**src/rtl/dram_tag_lookup.sv**
```systemverilog
// dram_tag_lookup
//   N-way tag compare stage of the DRAM cache controller. It pairs one pending
//   request {rw, id, addr} from the tag FIFO with one tag/data set returned by
//   the memory controller. It compares every way in parallel and registers a
//   single classified result (read/write x hit/miss). The result carries the
//   hit way, or the victim way on a miss, together with that way's data.
//
// Ports
//   clk, rst_n          clock, synchronous active-low reset
//   req_valid_i/ready_o request slot handshake, req_data_i = {rw, id, addr}
//   rvalid_i/rready_o   response slot handshake
//   rtag_i              per way {valid, tag}, way 0 in the LSBs
//   rdata_i             per way data, way 0 in the LSBs
//   res_valid_o/ready_i result handshake
//   res_kind_o          00 rd-hit, 01 rd-miss, 10 wr-hit, 11 wr-miss
//   res_id_o/addr_o     request id and address
//   res_way_o/data_o    selected way and its data
//   multi_hit_o         sticky flag: more than one way matched
//   hit_cnt_o/miss_cnt_o saturating statistics
`timescale 1ns/1ps
module dram_tag_lookup #(
  parameter int ADDR_WIDTH   = 64,
  parameter int ID_WIDTH     = 16,
  parameter int INDEX_WIDTH  = 4,
  parameter int OFFSET_WIDTH = 4,
  parameter int TAG_WIDTH    = 56,
  parameter int DATA_WIDTH   = 72,
  parameter int WAYS         = 2,
  parameter int CNT_WIDTH    = 32,
  localparam int WAY_W       = (WAYS > 1) ? $clog2(WAYS) : 1
) (
  input  logic                           clk,
  input  logic                           rst_n,
  input  logic                           req_valid_i,
  output logic                           req_ready_o,
  input  logic [ID_WIDTH+ADDR_WIDTH:0]   req_data_i,
  input  logic                           rvalid_i,
  output logic                           rready_o,
  input  logic [WAYS*(TAG_WIDTH+1)-1:0]  rtag_i,
  input  logic [WAYS*DATA_WIDTH-1:0]     rdata_i,
  output logic                           res_valid_o,
  input  logic                           res_ready_i,
  output logic [1:0]                     res_kind_o,
  output logic [ID_WIDTH-1:0]            res_id_o,
  output logic [ADDR_WIDTH-1:0]          res_addr_o,
  output logic [WAY_W-1:0]               res_way_o,
  output logic [DATA_WIDTH-1:0]          res_data_o,
  output logic                           multi_hit_o,
  output logic [CNT_WIDTH-1:0]           hit_cnt_o,
  output logic [CNT_WIDTH-1:0]           miss_cnt_o
);
  localparam int TE_W    = TAG_WIDTH + 1;
  localparam int TAG_LSB = OFFSET_WIDTH + INDEX_WIDTH;

  // Input slots
  logic                        req_full_reg, rsp_full_reg;
  logic                        req_rw_reg;
  logic [ID_WIDTH-1:0]         req_id_reg;
  logic [ADDR_WIDTH-1:0]       req_addr_reg;
  logic [WAYS*TE_W-1:0]        rsp_tag_reg;
  logic [WAYS*DATA_WIDTH-1:0]  rsp_data_reg;

  // Result register and state
  logic                        res_valid_reg;
  logic [1:0]                  res_kind_reg;
  logic [ID_WIDTH-1:0]         res_id_reg;
  logic [ADDR_WIDTH-1:0]       res_addr_reg;
  logic [WAY_W-1:0]            res_way_reg;
  logic [DATA_WIDTH-1:0]       res_data_reg;
  logic                        res_rr_reg;     // result is an all-valid miss
  logic                        multi_hit_reg;
  logic [WAY_W-1:0]            ptr_reg;
  logic [CNT_WIDTH-1:0]        hit_cnt_reg, miss_cnt_reg;

  // Per-way compare
  logic [TAG_WIDTH-1:0]        req_tag;
  logic [WAYS-1:0]             way_valid, hit_vec;
  logic [DATA_WIDTH-1:0]       way_data [WAYS];

  assign req_tag = req_addr_reg[TAG_LSB +: TAG_WIDTH];

  generate
    for (genvar gi = 0; gi < WAYS; gi++) begin : g_way
      assign way_valid[gi] = rsp_tag_reg[gi*TE_W + TAG_WIDTH];
      assign hit_vec[gi]   = way_valid[gi] &&
                             (rsp_tag_reg[gi*TE_W +: TAG_WIDTH] == req_tag);
      assign way_data[gi]  = rsp_data_reg[gi*DATA_WIDTH +: DATA_WIDTH];
    end
  endgenerate

  logic             any_hit, all_valid, multi, fire, handoff;
  logic [WAY_W-1:0] hit_way, inv_way, sel_way;

  // Descending scans leave the lowest matching index in hit_way / inv_way.
  always_comb begin
    hit_way = '0;
    inv_way = '0;
    for (int w = WAYS - 1; w >= 0; w--) begin
      if (hit_vec[w])    hit_way = WAY_W'(w);
      if (!way_valid[w]) inv_way = WAY_W'(w);
    end
  end

  assign any_hit   = |hit_vec;
  assign all_valid = &way_valid;
  // More than one bit set <=> clearing the lowest set bit leaves something.
  assign multi     = |(hit_vec & (hit_vec - WAYS'(1)));
  assign sel_way   = any_hit ? hit_way : (all_valid ? ptr_reg : inv_way);

  assign fire    = req_full_reg && rsp_full_reg && (!res_valid_reg || res_ready_i);
  assign handoff = res_valid_reg && res_ready_i;

  always_ff @(posedge clk) begin
    if (!rst_n) begin
      req_full_reg  <= 1'b0;
      rsp_full_reg  <= 1'b0;
      req_rw_reg    <= 1'b0;
      req_id_reg    <= '0;
      req_addr_reg  <= '0;
      rsp_tag_reg   <= '0;
      rsp_data_reg  <= '0;
      res_valid_reg <= 1'b0;
      res_kind_reg  <= '0;
      res_id_reg    <= '0;
      res_addr_reg  <= '0;
      res_way_reg   <= '0;
      res_data_reg  <= '0;
      res_rr_reg    <= 1'b0;
      multi_hit_reg <= 1'b0;
      ptr_reg       <= '0;
      hit_cnt_reg   <= '0;
      miss_cnt_reg  <= '0;
    end else begin
      // A full slot is never ready, so it can only be cleared, not refilled, on fire.
      if (fire) begin
        req_full_reg <= 1'b0;
      end else if (req_valid_i && !req_full_reg) begin
        req_full_reg <= 1'b1;
        {req_rw_reg, req_id_reg, req_addr_reg} <= req_data_i;
      end

      if (fire) begin
        rsp_full_reg <= 1'b0;
      end else if (rvalid_i && !rsp_full_reg) begin
        rsp_full_reg <= 1'b1;
        rsp_tag_reg  <= rtag_i;
        rsp_data_reg <= rdata_i;
      end

      if (fire) begin
        res_valid_reg <= 1'b1;
        res_kind_reg  <= {req_rw_reg, !any_hit};
        res_id_reg    <= req_id_reg;
        res_addr_reg  <= req_addr_reg;
        res_way_reg   <= sel_way;
        res_data_reg  <= way_data[sel_way];
        res_rr_reg    <= !any_hit && all_valid;
        if (multi) multi_hit_reg <= 1'b1;
      end else if (handoff) begin
        res_valid_reg <= 1'b0;
      end

      // Pointer and statistics only move once the consumer has taken the result.
      if (handoff) begin
        if (res_rr_reg)
          ptr_reg <= (ptr_reg == WAY_W'(WAYS - 1)) ? '0 : ptr_reg + WAY_W'(1);
        if (res_kind_reg[0]) begin
          if (miss_cnt_reg != '1) miss_cnt_reg <= miss_cnt_reg + CNT_WIDTH'(1);
        end else begin
          if (hit_cnt_reg != '1) hit_cnt_reg <= hit_cnt_reg + CNT_WIDTH'(1);
        end
      end
    end
  end

  assign req_ready_o = !req_full_reg;
  assign rready_o    = !rsp_full_reg;
  assign res_valid_o = res_valid_reg;
  assign res_kind_o  = res_kind_reg;
  assign res_id_o    = res_id_reg;
  assign res_addr_o  = res_addr_reg;
  assign res_way_o   = res_way_reg;
  assign res_data_o  = res_data_reg;
  assign multi_hit_o = multi_hit_reg;
  assign hit_cnt_o   = hit_cnt_reg;
  assign miss_cnt_o  = miss_cnt_reg;
endmodule

```
**config.mk**
```make
export PLATFORM = sky130hd
export DESIGN_NAME = dram_tag_lookup
export DESIGN_NICKNAME = d
export VERILOG_FILES = /design/src/rtl/dram_tag_lookup.sv
export SDC_FILE = /design/constraint.sdc
export NUM_CORES = 1
export LEC_CHECK = 0
export ABC_AREA = 1
export ABC_CLOCK_PERIOD_IN_PS = 3900
export CAP_MARGIN = 10
export CELL_PAD_IN_SITES_DETAIL_PLACEMENT = 1
export CELL_PAD_IN_SITES_GLOBAL_PLACEMENT = 1
export CORE_ASPECT_RATIO = 1.5
export CORE_MARGIN = 1
export CORE_UTILIZATION = 38
export CTS_BUF_LIST = sky130_fd_sc_hd__clkbuf_16
export DETAILED_ROUTE_END_ITERATION = 12
export PLACE_DENSITY = 0.89
export SETUP_SLACK_MARGIN = 0.3
export SLEW_MARGIN = 20
export SYNTH_ARGS = -nofsm -noshare
export SYNTH_HDL_FRONTEND = slang
export SYNTH_SLANG_ARGS = --single-unit
```
**constraint.sdc**
```tcl
create_clock -name clk -period 3.9 [get_ports clk]
set_input_delay 0.39 -clock clk [delete_from_list [all_inputs] [get_ports clk]]
set_output_delay 0.39 -clock clk [all_outputs]
set_load 0.01 [all_outputs]
```
==> metrics.txt <==
RSZ-0062 raised after global routing=false; Synth Instances=approximately 3400; Hold Path Class=primary input to flop; HPWL after DPL=approximately 72 mm; Switching Fraction=0.281; first-pass GRT wire length=between 100 and 150 mm; static leakage=13.2 nW; CP max-delay cell=dfxtp_1; I/O Buffers=between 500 and 600; slew margin rel.=0.334; 1st-pass router iterations=5; clock buffer depth=3; Worst-Margin Slew=about 1 ns; Req. time, crit path=around 4.4 ns; initial drt markers=around 1300; final period utilization=0.652; Vias=approximately 25000; # hold bufs at CTS=0; Sw Pwr=about 3.8 mW; postcts setup bufs=0; largest net degree at the start of global routing=between 150 and 200; residual DRC count=0; Final Wtd Congestion=roughly 0.97; Place WS=around 1.3 ns; total of warnings raised by yosys=0; Layout area overhead=32.4%; CP endpoint kind=flop; global route overflow=0; total power=13.5 mW; share of cells above drive strength 1=0.0826; Async SR Flop Fraction=0; fin crit period=approximately 2.5 ns; max reg flops=about 140; R2R cell count=14; die area=about 65000 µm²; Post-Route Setup TNS=0 ns; Max Freq=approximately 0.39 GHz; cell mode on critical path=nand2_1; ys flop type=dfxtp_1; top cell type's share of synthesized area=0.466; Sequential Power Share=0.469; Core Rows=between 100 and 150; crit-path max cell delay=0.37 ns; startpoint types=flop; Die H=between 300 and 400 µm; initial antenna violation count=25; Avg Inst Size Synth=approximately 7.2 µm²; number of buffers created by CTS=56; PwrDens=about 420 nW/µm²; Syn Nets=between 3000 and 4000; cells along the critical path=inv_1, nand2_1, nand2_1, nor3_1, nand2_1, nor2_1, nand2_1, nor2_1, nand2_4, nand3_4, buf_4, nand2_1, nand2_1, nand2_1; Initial Utilization=0.383; leading area contributor after synthesis=dfxtp_1; Root Buffer=clkbuf_16; FF-to-FF Start=req_addr_reg[53]; Max Cap Viol=0; CTS clk-pin slew, worst paths=0.06 ns; post-route antenna net violation count=0; CTS tree=yes; largest fanout on the critical path=22; status=finished clean; Mapped Area=about 24000 µm²; WL final=just under 100 mm; core area=63200 µm²; peak supply drop=~340 µV; final-report setup violation count=0; fin nets=about 4200; Via-to-Cell Ratio=about 5.3; Hold Path End=miss_cnt_o[26]; hold_sp=rst_n; Clock power frac=0.386; Critical Path AT=slightly above 3 ns; Skew-Pair Late Insertion Delay=around 0.63 ns; fin worst setup slack=around 1.4 ns; post-layout util=0.507; H-tree lvl count=2; fin. max-slew vios=0; Reg2Reg Setup Slack=about 1.4 ns; wire per inst=20.9 µm; register area share after synthesis=0.466; Global Route Usage Sum=0.295; IO Pins=between 500 and 600; Internal=between 9 and 10 mW; Hold Fails Final Rpt=0; hold depth=3; R2R Path End=res_data_o[15]; post_cts resized=0; Setup Crit Path Kind=flop to flop; Logic pwr share=0.146; synth top area cells=dfxtp_1 (47%), nand2_1 (13%), o21ai_0 (9.1%); Die W=208 µm; Synth cell types=43; register bit total from synthesis=564; vias in the first global route=25500; Layout Skew=about 0.018 ns; Post-synth EDFFs=0; CTS Sinks=approximately 560
-- how the worst max path moves through the flow --
stage                                start              to  slack (ns)  cells past startpoint
final                     req_addr_reg[53]  res_data_o[15]        1.36                     14
after detailed placement       res_ready_i  res_data_o[29]        1.28                     10
after global routing      req_addr_reg[43]  res_data_o[18]        1.16                     15
after global placement         res_ready_i  res_data_o[17]        1.34                     10
after CTS                 req_addr_reg[60]  res_data_o[15]        1.35                     11
after floorplan              miss_cnt_o[0]  miss_cnt_o[22]        2.06                     13
-- layout make-up --
type                       instances  area (µm²)
clock buffer                      58        1450
timing repair buffer             595        6030
multi-input combinational       2283       10800
tap                              805        1010
fill                            7856       31100
antenna                           13        32.5
inverter                         323        1230
clock inverter                    39         238
sequential                       564       11300
-- cell usage in the layout (no fill, tap or decap), types with 2 or more instances in the layout --
cell type,Yosys,layout
a21oi_1,273,273
a22o_1,18,18
a31oi_1,3,3
buf_12,8,11
buf_4,8,18
bufinv_16,0,2
clkbuf_16,0,58
clkdlybuf4s50_1,0,565
clkinv_1,5,13
clkinv_2,0,6
clkinvlp_4,0,5
dfxtp_1,564,564
diode_2,0,13
ha_1,2,2
inv_1,260,273
inv_2,57,58
inv_4,1,2
nand2_1,810,809
nand2_2,58,58
nand2_4,3,4
nand3_1,55,55
nand3_2,73,73
nand4_1,36,36
nor2_1,394,393
nor2_2,7,7
nor2_4,5,6
nor3_1,33,33
nor3_2,4,4
nor3_4,2,2
nor3b_1,13,13
nor4_1,2,2
o21ai_0,439,439
o21ai_1,14,14
o21bai_1,2,2
xnor2_1,14,14
xor2_1,14,14
-- critical path: cells and delay by family (launching register included) --
kind | cells | cell delay (ns)
flip-flops | 1 | 0.37
buffers and inverters | 2 | 0.44
AND/OR/NAND/NOR | 12 | 1.58
-- synthesized netlist by cell type (3+ instances only) --
cell      number
o21ai_0      439
o21ai_1       14
nand3_2       73
dfxtp_1      564
nand3_1       55
clkbuf_1     142
buf_6         12
nor3_1        33
a21oi_1      273
nor2_4         5
buf_2          9
a22o_1        18
nor3b_1       13
a31oi_1        3
xnor2_1       14
xor2_1        14
buf_4          8
nor3_2         4
nor2_2         7
buf_12         8
nand2_4        3
clkinv_1       5
nand2_1      810
inv_1        260
inv_2         57
nand4_1       36
nor2_1       394
nand2_2       58
-- per-stage QoR --
stage | cell area [µm²] | instances | hold WS, ns
4_1_cts | 32000 | 4667 | 0.112
3_5_place_dp | 30300 | 4570 | 0.440
2_1_floorplan | 24200 | 3350 | 0.424
5_1_grt | 32000 | 4676 | 0.141
6_report | 32100 | 4680 | 0.151
3_3_place_gp | 30300 | 4570 | 0.433
-- kinds of logic after synthesis --
group	after synthesis	share of synthesized area
xor+xnor	28	0.0101
buf+inv	503	0.0889
fa+ha+maj	2	0.00103
compound gates	753	0.159
simple gates	1500	0.274
flops	564	0.466
-- per-layer routing --
metal | vias to the layer above | global-route usage | routed length, µm
met2 | 787 | 0.533 | 49400
met5 | - | 0 | 163
met1 | 11900 | 0.309 | 35600
met3 | 239 | 0.0845 | 7430
li1 | 11700 | - | -
met4 | 26 | 0.153 | 5160
-- power groups by stage --
stage          registers [mW]  clock network (mW)  logic (mW)
6_report                 6.32                5.20        1.96
5_1_grt                  6.34                5.51        2.15
3_5_place_dp             6.43                   0        1.94
3_3_place_gp             6.42                   0        1.90
4_1_cts                  6.31                5.29        1.96
2_1_floorplan            6.38                   0        1.04
No activity file was read; power rests on OpenSTA's default activity.
